**config.mk**
```make
export PLATFORM = sky130hd
export DESIGN_NAME = spi_responder_flat
export DESIGN_NICKNAME = d
export VERILOG_FILES = /design/src/rtl/spi_responder_pkg.sv /design/src/rtl/spi_responder_if.sv /design/src/rtl/spi_responder_sync.sv /design/src/rtl/spi_responder.sv /design/src/flat_wrapper.sv
export SDC_FILE = /design/constraint.sdc
export NUM_CORES = 1
export LEC_CHECK = 0
export CORE_MARGIN = 4
export CORE_UTILIZATION = 65
export CTS_BUF_LIST = sky130_fd_sc_hd__clkbuf_16
export DETAILED_ROUTE_END_ITERATION = 7
export PLACE_DENSITY = 0.88
export REMOVE_ABC_BUFFERS = 1
export SLEW_MARGIN = 40
export SYNTH_ARGS = -nofsm -noshare
export SYNTH_HDL_FRONTEND = slang
export SYNTH_HIERARCHICAL = 1
export SYNTH_SLANG_ARGS = --single-unit
export TNS_END_PERCENT = 50
```
**constraint.sdc**
```tcl
create_clock -name CLK -period 9.87 [get_ports CLK]
set_input_delay 1.974 -clock CLK [delete_from_list [all_inputs] [get_ports CLK]]
set_output_delay 1.974 -clock CLK [all_outputs]
set_load 0.03 [all_outputs]
```
**src/rtl/spi_responder_pkg.sv**
```systemverilog
// spi_responder_pkg: protocol command codes and FSM state encodings.
// Shared by the responder top and the testbench.
// State constants are plain 3-bit localparams for legacy tool compatibility.
package spi_responder_pkg;

  localparam logic [7:0] CMD_WRITE = 8'h02;
  localparam logic [7:0] CMD_READ  = 8'h03;
  localparam logic [7:0] CMD_ID    = 8'h9F;

  localparam logic [2:0] ST_IDLE    = 3'd0;
  localparam logic [2:0] ST_CMD     = 3'd1;
  localparam logic [2:0] ST_ADDR    = 3'd2;
  localparam logic [2:0] ST_DATA_WR = 3'd3;
  localparam logic [2:0] ST_DATA_RD = 3'd4;
  localparam logic [2:0] ST_DATA_ID = 3'd5;
  localparam logic [2:0] ST_IGNORE  = 3'd6;

endpackage

```
**src/rtl/spi_responder_if.sv**
```systemverilog
// spi_responder_if: SPI pins plus the local read port and write report.
// "slave" is the responder side, "master" is the initiator/host side.
// Signal names follow the board pin names.
interface spi_responder_if #(parameter int ADDR_W = 4);

  logic              SCK;
  logic              MOSI;
  logic              nSS;
  logic              MISO;
  logic              MISO_OE;
  logic [ADDR_W-1:0] LADDR;
  logic [7:0]        LDATA;
  logic              WSTB;
  logic [ADDR_W-1:0] WADDR;
  logic [7:0]        WDATA;

  modport slave (
    input  SCK, MOSI, nSS, LADDR,
    output MISO, MISO_OE, LDATA, WSTB, WADDR, WDATA
  );

  modport master (
    output SCK, MOSI, nSS, LADDR,
    input  MISO, MISO_OE, LDATA, WSTB, WADDR, WDATA
  );

endinterface

```
**src/rtl/spi_responder_sync.sv**
```systemverilog
// spi_sync: 2-flop synchronizer for an asynchronous pin, plus one history flop.
// Level is valid 2 CLK after the pin; rise/fall pulses are combinational
// from the synchronized level so the consumer acts on the 3rd CLK edge.
module spi_sync #(
  parameter logic RST_VAL = 1'b0
) (
  input  logic clk,
  input  logic rst,
  input  logic d,
  output logic lvl,
  output logic rise,
  output logic fall
);

  logic s1_q, s1_d;
  logic s2_q, s2_d;
  logic s3_q, s3_d;

  // next-state: plain shift through the three stages
  always_comb begin
    s1_d = d;
    s2_d = s1_q;
    s3_d = s2_q;
  end

  // synchronizer and history flops, reset to the pin's idle level
  always_ff @(posedge clk or posedge rst) begin
    if (rst) begin
      s1_q <= RST_VAL;
      s2_q <= RST_VAL;
      s3_q <= RST_VAL;
    end else begin
      s1_q <= s1_d;
      s2_q <= s2_d;
      s3_q <= s3_d;
    end
  end

  assign lvl  = s2_q;
  assign rise = s2_q & ~s3_q;
  assign fall = ~s2_q & s3_q;

endmodule

```
**src/rtl/spi_responder.sv**
```systemverilog
// spi_responder: SPI mode-0 responder with command/address/data protocol
// over a 2^ADDR_W byte register file with auto-incrementing pointer.
// Pins are oversampled; every action lands 3 CLK after the pin edge.
module spi_responder
  import spi_responder_pkg::*;
#(
  parameter int         ADDR_W  = 4,
  parameter logic [7:0] ID_BYTE = 8'hA5
) (
  input  logic           CLK,
  input  logic           RST,
  spi_responder_if.slave bus
);

  localparam int DEPTH = 1 << ADDR_W;

  logic sck_lvl, sck_rise, sck_fall;
  logic mosi_lvl, mosi_rise, mosi_fall;
  logic ss_lvl, ss_rise, ss_fall;
  logic unused_sync;

  spi_sync #(.RST_VAL(1'b0)) u_sync_sck (
    .clk(CLK), .rst(RST), .d(bus.SCK), .lvl(sck_lvl), .rise(sck_rise), .fall(sck_fall)
  );
  spi_sync #(.RST_VAL(1'b0)) u_sync_mosi (
    .clk(CLK), .rst(RST), .d(bus.MOSI), .lvl(mosi_lvl), .rise(mosi_rise), .fall(mosi_fall)
  );
  spi_sync #(.RST_VAL(1'b1)) u_sync_ss (
    .clk(CLK), .rst(RST), .d(bus.nSS), .lvl(ss_lvl), .rise(ss_rise), .fall(ss_fall)
  );

  assign unused_sync = ^{sck_lvl, mosi_rise, mosi_fall, ss_lvl};

  logic [2:0]        state_q, state_d;
  logic [2:0]        bitcnt_q, bitcnt_d;
  logic [7:0]        rx_q, rx_d;
  logic [7:0]        tx_q, tx_d;
  logic [ADDR_W-1:0] ptr_q, ptr_d;
  logic              op_rd_q, op_rd_d;
  logic              miso_q, miso_d;
  logic              oe_q, oe_d;
  logic              wstb_q, wstb_d;
  logic [ADDR_W-1:0] waddr_q, waddr_d;
  logic [7:0]        wdata_q, wdata_d;
  logic [7:0]        regs_q [DEPTH];
  logic [7:0]        regs_d [DEPTH];
  logic [7:0]        rx_byte;

  // protocol FSM: nSS edges dominate, then SCK rise (capture) / fall (shift out)
  always_comb begin
    state_d  = state_q;
    bitcnt_d = bitcnt_q;
    rx_d     = rx_q;
    tx_d     = tx_q;
    ptr_d    = ptr_q;
    op_rd_d  = op_rd_q;
    miso_d   = miso_q;
    oe_d     = oe_q;
    wstb_d   = 1'b0;
    waddr_d  = waddr_q;
    wdata_d  = wdata_q;
    regs_d   = regs_q;
    rx_byte  = {rx_q[6:0], mosi_lvl};

    if (ss_rise) begin
      // deselect drops any partial byte and the pointer context
      state_d  = ST_IDLE;
      bitcnt_d = 3'd0;
      oe_d     = 1'b0;
      miso_d   = 1'b1;
    end else if (ss_fall) begin
      state_d  = ST_CMD;
      bitcnt_d = 3'd0;
      oe_d     = 1'b1;
      miso_d   = 1'b1;
      tx_d     = 8'hFF;
    end else if (state_q != ST_IDLE) begin
      if (sck_rise) begin
        rx_d     = rx_byte;
        bitcnt_d = bitcnt_q + 3'd1;
        if (bitcnt_q == 3'd7) begin
          case (state_q)
            ST_CMD: begin
              case (rx_byte)
                CMD_WRITE: begin state_d = ST_ADDR; op_rd_d = 1'b0; end
                CMD_READ:  begin state_d = ST_ADDR; op_rd_d = 1'b1; end
                CMD_ID:    state_d = ST_DATA_ID;
                default:   state_d = ST_IGNORE;
              endcase
            end
            ST_ADDR: begin
              ptr_d   = rx_byte[ADDR_W-1:0];
              state_d = op_rd_q ? ST_DATA_RD : ST_DATA_WR;
            end
            ST_DATA_WR: begin
              regs_d[ptr_q] = rx_byte;
              waddr_d       = ptr_q;
              wdata_d       = rx_byte;
              wstb_d        = 1'b1;
              ptr_d         = ptr_q + 1'b1;
            end
            default: ;
          endcase
        end
      end else if (sck_fall) begin
        // bitcnt==0 here means this is the 8th fall of the byte just finished
        if (bitcnt_q == 3'd0) begin
          case (state_q)
            ST_DATA_RD: begin
              tx_d  = regs_q[ptr_q];
              ptr_d = ptr_q + 1'b1;
            end
            ST_DATA_ID: tx_d = ID_BYTE;
            default:    tx_d = 8'hFF;
          endcase
        end else begin
          tx_d = {tx_q[6:0], 1'b1};
        end
        miso_d = (state_q == ST_IGNORE) ? 1'b1 : tx_d[7];
      end
    end
  end

  // state registers and register file
  always_ff @(posedge CLK or posedge RST) begin
    if (RST) begin
      state_q  <= ST_IDLE;
      bitcnt_q <= 3'd0;
      rx_q     <= 8'h00;
      tx_q     <= 8'hFF;
      ptr_q    <= '0;
      op_rd_q  <= 1'b0;
      miso_q   <= 1'b1;
      oe_q     <= 1'b0;
      wstb_q   <= 1'b0;
      waddr_q  <= '0;
      wdata_q  <= 8'h00;
      for (int i = 0; i < DEPTH; i++) regs_q[i] <= 8'h00;
    end else begin
      state_q  <= state_d;
      bitcnt_q <= bitcnt_d;
      rx_q     <= rx_d;
      tx_q     <= tx_d;
      ptr_q    <= ptr_d;
      op_rd_q  <= op_rd_d;
      miso_q   <= miso_d;
      oe_q     <= oe_d;
      wstb_q   <= wstb_d;
      waddr_q  <= waddr_d;
      wdata_q  <= wdata_d;
      for (int i = 0; i < DEPTH; i++) regs_q[i] <= regs_d[i];
    end
  end

  assign bus.MISO    = miso_q;
  assign bus.MISO_OE = oe_q;
  assign bus.WSTB    = wstb_q;
  assign bus.WADDR   = waddr_q;
  assign bus.WDATA   = wdata_q;
  assign bus.LDATA   = regs_q[bus.LADDR];

endmodule

```
**src/flat_wrapper.sv**
```systemverilog
// flat-port wrapper written by rule: the top's interface ports become plain ports
module spi_responder_flat import spi_responder_pkg::*;
#(
  parameter int         ADDR_W  = 4,
  parameter logic [7:0] ID_BYTE = 8'hA5
)
  (CLK, RST, bus_SCK, bus_MOSI, bus_nSS, bus_LADDR, bus_MISO, bus_MISO_OE, bus_LDATA, bus_WSTB, bus_WADDR, bus_WDATA);
  spi_responder_if #(.ADDR_W(ADDR_W)) bus_i ();
  input  logic CLK;
  input  logic RST;
  input wire logic [$bits(bus_i.SCK)-1:0] bus_SCK;
  input wire logic [$bits(bus_i.MOSI)-1:0] bus_MOSI;
  input wire logic [$bits(bus_i.nSS)-1:0] bus_nSS;
  input wire logic [$bits(bus_i.LADDR)-1:0] bus_LADDR;
  output wire logic [$bits(bus_i.MISO)-1:0] bus_MISO;
  output wire logic [$bits(bus_i.MISO_OE)-1:0] bus_MISO_OE;
  output wire logic [$bits(bus_i.LDATA)-1:0] bus_LDATA;
  output wire logic [$bits(bus_i.WSTB)-1:0] bus_WSTB;
  output wire logic [$bits(bus_i.WADDR)-1:0] bus_WADDR;
  output wire logic [$bits(bus_i.WDATA)-1:0] bus_WDATA;
  assign bus_i.SCK = bus_SCK;
  assign bus_i.MOSI = bus_MOSI;
  assign bus_i.nSS = bus_nSS;
  assign bus_i.LADDR = bus_LADDR;
  assign bus_MISO = bus_i.MISO;
  assign bus_MISO_OE = bus_i.MISO_OE;
  assign bus_LDATA = bus_i.LDATA;
  assign bus_WSTB = bus_i.WSTB;
  assign bus_WADDR = bus_i.WADDR;
  assign bus_WDATA = bus_i.WDATA;
  spi_responder #(.ADDR_W(ADDR_W), .ID_BYTE(ID_BYTE)) u_core (.CLK(CLK), .RST(RST), .bus(bus_i));
endmodule
```
-- After elaboration in Yosys (flattened, before gate mapping)
Cells that the tools add are included.
- output and inout port bits: 23
- bits of input ports: 9
- flip-flop bits (word level): 176
- eq/ne operators: 14
- add/sub/neg operators: 2
- reductions and logical operators: 24
- bitwise logic cells: 12
- magnitude comparators: 3
- multiplexer cells: 48
- operators with widths (kind ; count):
    bitwise mux 128 bit ; 1
    binary-select mux 8 bit (select 4 bit) ; 2
    2-to-1 mux 8 bit ; 6
    demux 8 bit (select 4 bit) ; 1
    2-to-1 mux 3 bit ; 10
    2-to-1 mux 7 bit ; 4
    2-to-1 mux 4 bit ; 5
    equality test 8 x 2 -> 1 bit, second input constant ; 2
    one-hot mux 8 bit (2 select lines) ; 1
    nonzero test 3 bit ; 5
    2-to-1 mux 1 bit ; 14
    nonzero test 2 bit ; 7
    equality test 3 bit, second input constant ; 4
    one-hot mux 3 bit (2 select lines) ; 2
    AND reduction 4 bit ; 3
    >= comparator 5 bit, second input constant ; 2
    inverter 4 -> 5 bit ; 2
    equality test 8 bit, second input constant ; 1
    one-hot mux 4 bit (2 select lines) ; 1
    AND reduction 8 bit ; 1
    AND reduction 7 bit ; 1
    equality test 3 x 2 -> 1 bit, second input constant ; 2
    != test 3 bit, second input constant ; 2
    inverter 1 bit ; 6
    other kinds (14) ; 18

-- Longest topological paths before layout
Gate-level depths: netlist of run 1.
- word-level depth: 12
- depth in mapped cells: 8
- mapped depth without buffers: 7

-- Hierarchy
Netlist of run 1, hierarchy kept.
- modules (own cells, without submodules) (module ; cells each ; seq. area each (um^2) ; times used ; area an instance (um^2)):
    spi_responder ; 618 ; 4214.0 ; 1 ; 8997.4
    spi_sync (u_core.u_sync_mosi ...) ; 6 ; 75.1 ; 2 ; 93.8
    spi_sync (u_core.u_sync_ss) ; 6 ; 78.8 ; 1 ; 97.6

-- Worst setup path before layout of run 1
Ideal clock, no wire load.
- kind: in2out
- start point: in bus_LADDR[0]
- end point: out bus_LDATA[0]
- path buffers: 2
- slack: 4.304 ns
- arrival time: 3.592 ns
- stages: 4
- cells stage by stage: clkbuf_1 > buf_2 > mux4_2 > mux4_2
- word-level cells in the longest chain between the ends: 4
- ends and longest elaborated chain (element ; line ; RTL):
    from (decl) ; flat_wrapper.sv:14 ; input wire logic [$bits(bus_i.LADDR)-1:0] bus_LADDR;
    inverter 4 -> 5 bit (not written as such) ; spi_responder.sv:160 ; assign bus.LDATA = regs_q[bus.LADDR];
    binary-select mux 8 bit (select 4 bit) ; spi_responder.sv:160 ;
    2-to-1 mux 8 bit (not written as such) (2 in a row) ; spi_responder.sv:160 ;
    to (decl) ; flat_wrapper.sv:17 ; output wire logic [$bits(bus_i.LDATA)-1:0] bus_LDATA;
Every way passes these cells. The select of a mux whose other input is x is not followed.

-- Worst setup path after layout of run 1
- start point: in bus_LADDR[1]
- end point: out bus_LDATA[7]
The elaborated chain is that of the path after synthesis.

==> impl_metrics.tcl, run 1 <==
set metrics [dict create \
    fp.dieH_um 127 \
    worst-setup-path-type "primary input to primary output" \
    routabilityCongestion 0.882 \
    grt_most_used_layer "met2" \
    ff2ff_setup_slack_ns 6.85 \
    grtUsageMet3 0.0828 \
    powerDensity_nw_per_um2 151 \
    grt_pass1_wl_um 34700 \
    hold_path.class "flop to flop" \
    rsz0062_at_grt "false" \
    rows 43 \
    worst_pin_slew_ns 0.807 \
    tns_ns 0 \
    grt_util_met1 0.372 \
    grt_max_degree 108 \
    finalCritPeriodShare 0.643 \
    holdBufCountCts 0 \
    synthesis.area_sq_um 9240 \
    cts_resized 0 \
    post_cts_buffers 0 \
    drv_slew 0 \
    die_w_um 127 \
    drt_pass1_iterations 5 \
    hold_viol_final 0 \
    antenna_found_initial 0 \
    worstPathArrival_ns 4.38 \
    fin_skew_ns 0.0118 \
    drive_gt1_frac 0.430 \
    status "complete, no violations" \
    max-cap-violations 0 \
    cts_buffers 17 \
    wl_per_cell_um 25.6 \
    drc 0 \
    cp-start-kind "primary input" \
    required_ns 7.90 \
    cts.clk_slew.worst_paths_ns 0.06 \
    clk_latency_ns 0.43 \
    worstPathMaxFanout 32 \
    avgSynthCellArea_sq_um 14.6 \
    route.vias.total 5768 \
    cts_tree "yes" \
    start_util 0.666 \
    hold_depth 0 \
    stdcell_area_sq_um 10200 \
    r2r_cells 6 \
    synthCells 633 \
    ios 32 \
    grt_util_all_layers 0.282 \
    gr-total-overflow 0 \
    cts_buffer_depth 2 \
    area_growth_pct 10.7 \
    placed_area_sq_um 9630 \
    drt-total-wl_um 21400 \
    via_per_inst 6.90 \
    max-vdd-ir-drop_mv 0.123 \
    cts-root-buf "clkbuf_16" \
    htreeDepth 4 \
    end_kind "primary output" \
    drt_iter0_drc 633 \
    die_area_sq_um 16200 \
    setup_viol 0 \
    use_met2 0.433 \
    finalNetCount 659 \
    cts.sinks 176 \
    relSlewSlack 0.462 \
    yosys_warnings 6 \
    dp_hpwl_um 13600 \
    ant_nets 0 \
    grt_pass1_vias 6150 \
    max_freq_mhz 158 \
    coreArea_sq_um 13900 \
    diodes 0 \
    io_buffer_count 31 \
    leakage_nw 4.64 \
    min_period_ns 6.35 \
]
==> layout make-up <==
cell class / instances / area [sq um]
multi-input combinational: 398 / 4580
sequential: 176 / 4420
fill: 804 / 3650
clock buffer: 17 / 425
timing repair buffer: 34 / 334
tap: 180 / 225
clock inverter: 15 / 169
inverter: 16 / 67.6
==> final timing paths <==
path	start	to
setup / recovery	bus_LADDR[1]	bus_LDATA[7]
hold / removal	u_core/u_sync_sck/s1_q$_DFF_PP0_	u_core/u_sync_sck/lvl$_DFF_PP0_
max in group asynchronous	RST	u_core/ptr_q[0]$_DFFE_PP0P_
hold reg to reg	u_core/u_sync_sck/s1_q$_DFF_PP0_	u_core/u_sync_sck/lvl$_DFF_PP0_
min in group asynchronous	RST	u_core/u_sync_mosi/s1_q$_DFF_PP0_
setup reg to reg	u_core/u_sync_ss/lvl$_DFF_PP1_	u_core/regs_q[41]$_DFFE_PP0P_
==> worst max-delay path, cell delays in order <==
cell,delay (ns)
clkdlybuf4s50_1,0.46
buf_4,0.40
mux4_2,0.39
mux4_2,0.52
clkdlybuf4s50_1,0.61
==> metal layers <==
metal / part of all wire / routed length (um)
met5: 0 / 0
met3: 0.068 / 1450
met4: 0.045 / 957
met2: 0.48 / 10300
met1: 0.41 / 8690
==> state kept, by name, summed over array words and instances (netlist names), 3 cells and up <==
signal and cells:
u_core/regs_q 128, u_core/bus.WDATA 8, u_core/rx_q 7, u_core/tx_q 7, u_core/bus.WADDR 4, u_core/ptr_q 4
u_core/bitcnt_q 3, u_core/state_q 3
==> metrics by stage <==
stage	cells	setup WS, ns	util	hold WS (ns)	power, mW
finish	836	3.52	0.737	0.349	1.54
global route	836	3.46	0.737	0.365	1.60
CTS	836	3.53	0.737	0.351	1.55
detailed placement	804	3.52	0.694	0.341	0.874
global placement	804	3.36	0.693	0.344	0.867
floorplan	590	3.36	-	0.331	0.824
==> layout by cell type, fill, tap and decap left out, types with 3 or more instances in the layout <==
| cell type | instances |
|---|---|
| clkbuf_16 | 17 |
| clkinvlp_4 | 4 |
| nand2b_1 | 5 |
| nor2b_1 | 8 |
| nor3_1 | 4 |
| inv_1 | 15 |
| nor2_4 | 8 |
| o21ai_0 | 11 |
| and2_1 | 3 |
| clkinv_2 | 3 |
| dfrtp_1 | 162 |
| nor2_8 | 8 |
| nand2_1 | 16 |
| a22oi_1 | 5 |
| mux4_2 | 66 |
| nor2_1 | 27 |
| bufinv_16 | 3 |
| dfstp_2 | 11 |
| o32a_1 | 3 |
| mux2i_1 | 25 |
| mux2_2 | 139 |
| a221oi_1 | 4 |
| clkdlybuf4s50_1 | 30 |
| a21oi_1 | 10 |
| ha_1 | 7 |
| mux2_1 | 8 |
| buf_4 | 3 |
==> power breakdown <==
group / switching (mW) / internal, mW / total [mW]
Clock: 0.281 / 0.396 / 0.678
Combinational: 0.0434 / 0.0290 / 0.0724
Sequential: 0.0583 / 0.733 / 0.791
Total: 0.383 / 1.16 / 1.54
Power figures use the tool's default switching activity.
==> run 2: changes to the inputs <==
CORE_UTILIZATION = 56   (was 65)
PLACE_DENSITY = 0.81   (was 0.88)
clock period = 5.7 ns   (was 9.87 ns; I/O delays follow)
==> run 2 against run 1 <==
Count of clock-buffer cells in the layout is the same; non-clock buffer count grew 2; wire length rose by 1.4%; sequential cell count did not move; sequential power up 73%; global-route usage fell by 3.2 points; cell count is 4.5% higher; sequential share of layout area shrank 0.39 points; critical endpoint is now bus_LDATA[6]; largest cell class unchanged; highest routed layer unchanged.
==> impl_metrics.tcl, run 2 (same netlist as run 1, synthesis figures left out) <==
set metrics [dict create \
    cts.sinks 176 \
    area_growth_pct 11.7 \
    critPathBufInv 3 \
    rsz0062_at_grt "false" \
    die_area_sq_um 18600 \
    max-cap-violations 0 \
    powerDensity_nw_per_um2 266 \
    worstPathArrival_ns 3.57 \
    relSlewSlack 0.455 \
    required_ns 4.56 \
    dp_hpwl_um 14000 \
    crit_cells 5 \
    end_kind "primary output" \
    via_per_inst 6.50 \
    min_period_ns 4.71 \
    wl_per_cell_um 24.8 \
    drt_iter0_drc 432 \
    cts_tree "yes" \
    drt_pass1_iterations 5 \
    die_w_um 136 \
    tns_ns 0 \
    finish.utilization 0.645 \
    place_ws_ns 1.01 \
    grt_pass1_wl_um 34300 \
    gr-total-overflow 0 \
    final_common_cell "dfrtp_1" \
    hold_depth 0 \
    hold_viol_final 0 \
    r2r_cells 6 \
    cts_buffers 17 \
    drive_gt1_frac 0.433 \
    setup_ws_ns 0.995 \
    largest-register "u_core/regs_q" \
    slowest_stage "clkdlybuf4s50_1" \
    fillCellCount 1131 \
    crit_family "buffers and inverters" \
    total_power_mw 2.74 \
    max_freq_mhz 213 \
    cp-start-kind "primary input" \
    largest_register_ffs 128 \
    hold_path.class "flop to flop" \
    cp_cell_sequence "clkdlybuf4s50_1 > buf_4 > mux4_2 > mux4_2 > clkdlybuf4s50_1" \
    cts-root-buf "clkbuf_16" \
    ios 32 \
    cts_resized 0 \
    grt_max_degree 96 \
    ant_nets 0 \
    finalCritPeriodShare 0.825 \
    io_buffer_count 31 \
    finalNetCount 661 \
    grt_pass1_vias 5853 \
    final_cell_mix "162 x dfrtp_1, 139 x mux2_2, 66 x mux4_2, 30 x clkdlybuf4s50_1, 27 x nor2_1" \
    leakage_nw 4.68 \
    fp.dieH_um 136 \
    cts.clk_slew.worst_paths_ns 0.06 \
    coreArea_sq_um 16000 \
    cpPeakStageDelay_ns 0.61 \
    status "complete, no violations" \
    drt-total-wl_um 21700 \
    drc 0 \
    route.vias.total 5681 \
    cts_buffer_depth 2 \
    grt_util_all_layers 0.250 \
    routabilityCongestion 0.859 \
    diodes 0 \
    rows 46 \
    worst-setup-path-type "primary input to primary output" \
    start_util 0.578 \
    worst_pin_slew_ns 0.818 \
    htreeDepth 4 \
    antenna_found_initial 0 \
    max-vdd-ir-drop_mv 0.227 \
    post_cts_buffers 0 \
    clk_latency_ns 0.44 \
    setup_viol 0 \
    fin_skew_ns 0.0126 \
    drv_slew 0 \
    holdBufCountCts 0 \
    worstPathMaxFanout 32 \
]
run 2: worst paths after layout:
check                                                   from                                to  slack [ns]
setup / recovery                                bus_LADDR[1]                      bus_LDATA[6]        0.99
hold / removal             u_core/u_sync_mosi/s1_q$_DFF_PP0_  u_core/u_sync_mosi/lvl$_DFF_PP0_        0.35
setup reg to reg              u_core/u_sync_ss/lvl$_DFF_PP1_    u_core/regs_q[111]$_DFFE_PP0P_        2.62
hold reg to reg            u_core/u_sync_mosi/s1_q$_DFF_PP0_  u_core/u_sync_mosi/lvl$_DFF_PP0_        0.35
max in group asynchronous                                RST     u_core/regs_q[19]$_DFFE_PP0P_        3.40
min in group asynchronous                                RST  u_core/u_sync_mosi/lvl$_DFF_PP0_        1.07
run 2: per-layer routing:
metal  share of wire  track usage  routed length [um]  up-vias
li1                -            -                   -     2414
met1            0.41        0.340                8990     3017
met2            0.50        0.406               10900      208
met3           0.054       0.0448                1170       42
met4           0.028       0.0946                 617        0
met5               0            0                   0        -
run 2: metrics by stage:
step | instance area (sq um) | hold WS, ns | instances
floorplan | 9050 | 0.331 | 590
global placement | 9670 | 0.343 | 842
detailed placement | 9680 | 0.342 | 842
CTS | 10300 | 0.353 | 874
global route | 10300 | 0.360 | 874
finish | 10300 | 0.351 | 874
run 2: power by group:
| part | switching [mW] | internal (mW) | total, mW |
|---|---|---|---|
| clock | 0.509 | 0.740 | 1.25 |
| combinational | 0.0749 | 0.0506 | 0.126 |
| sequential | 0.102 | 1.27 | 1.37 |
run 2: final cells by class:
cell class	count	area, sq um	area share
Multi-Input combinational cell	398	4580	0.444
Sequential cell	176	4420	0.429
Clock buffer	17	425	0.0412
Timing Repair Buffer	36	343	0.0332
Tap cell	216	270	0.0262
Clock inverter	15	208	0.0201
Inverter	16	67.6	0.00655
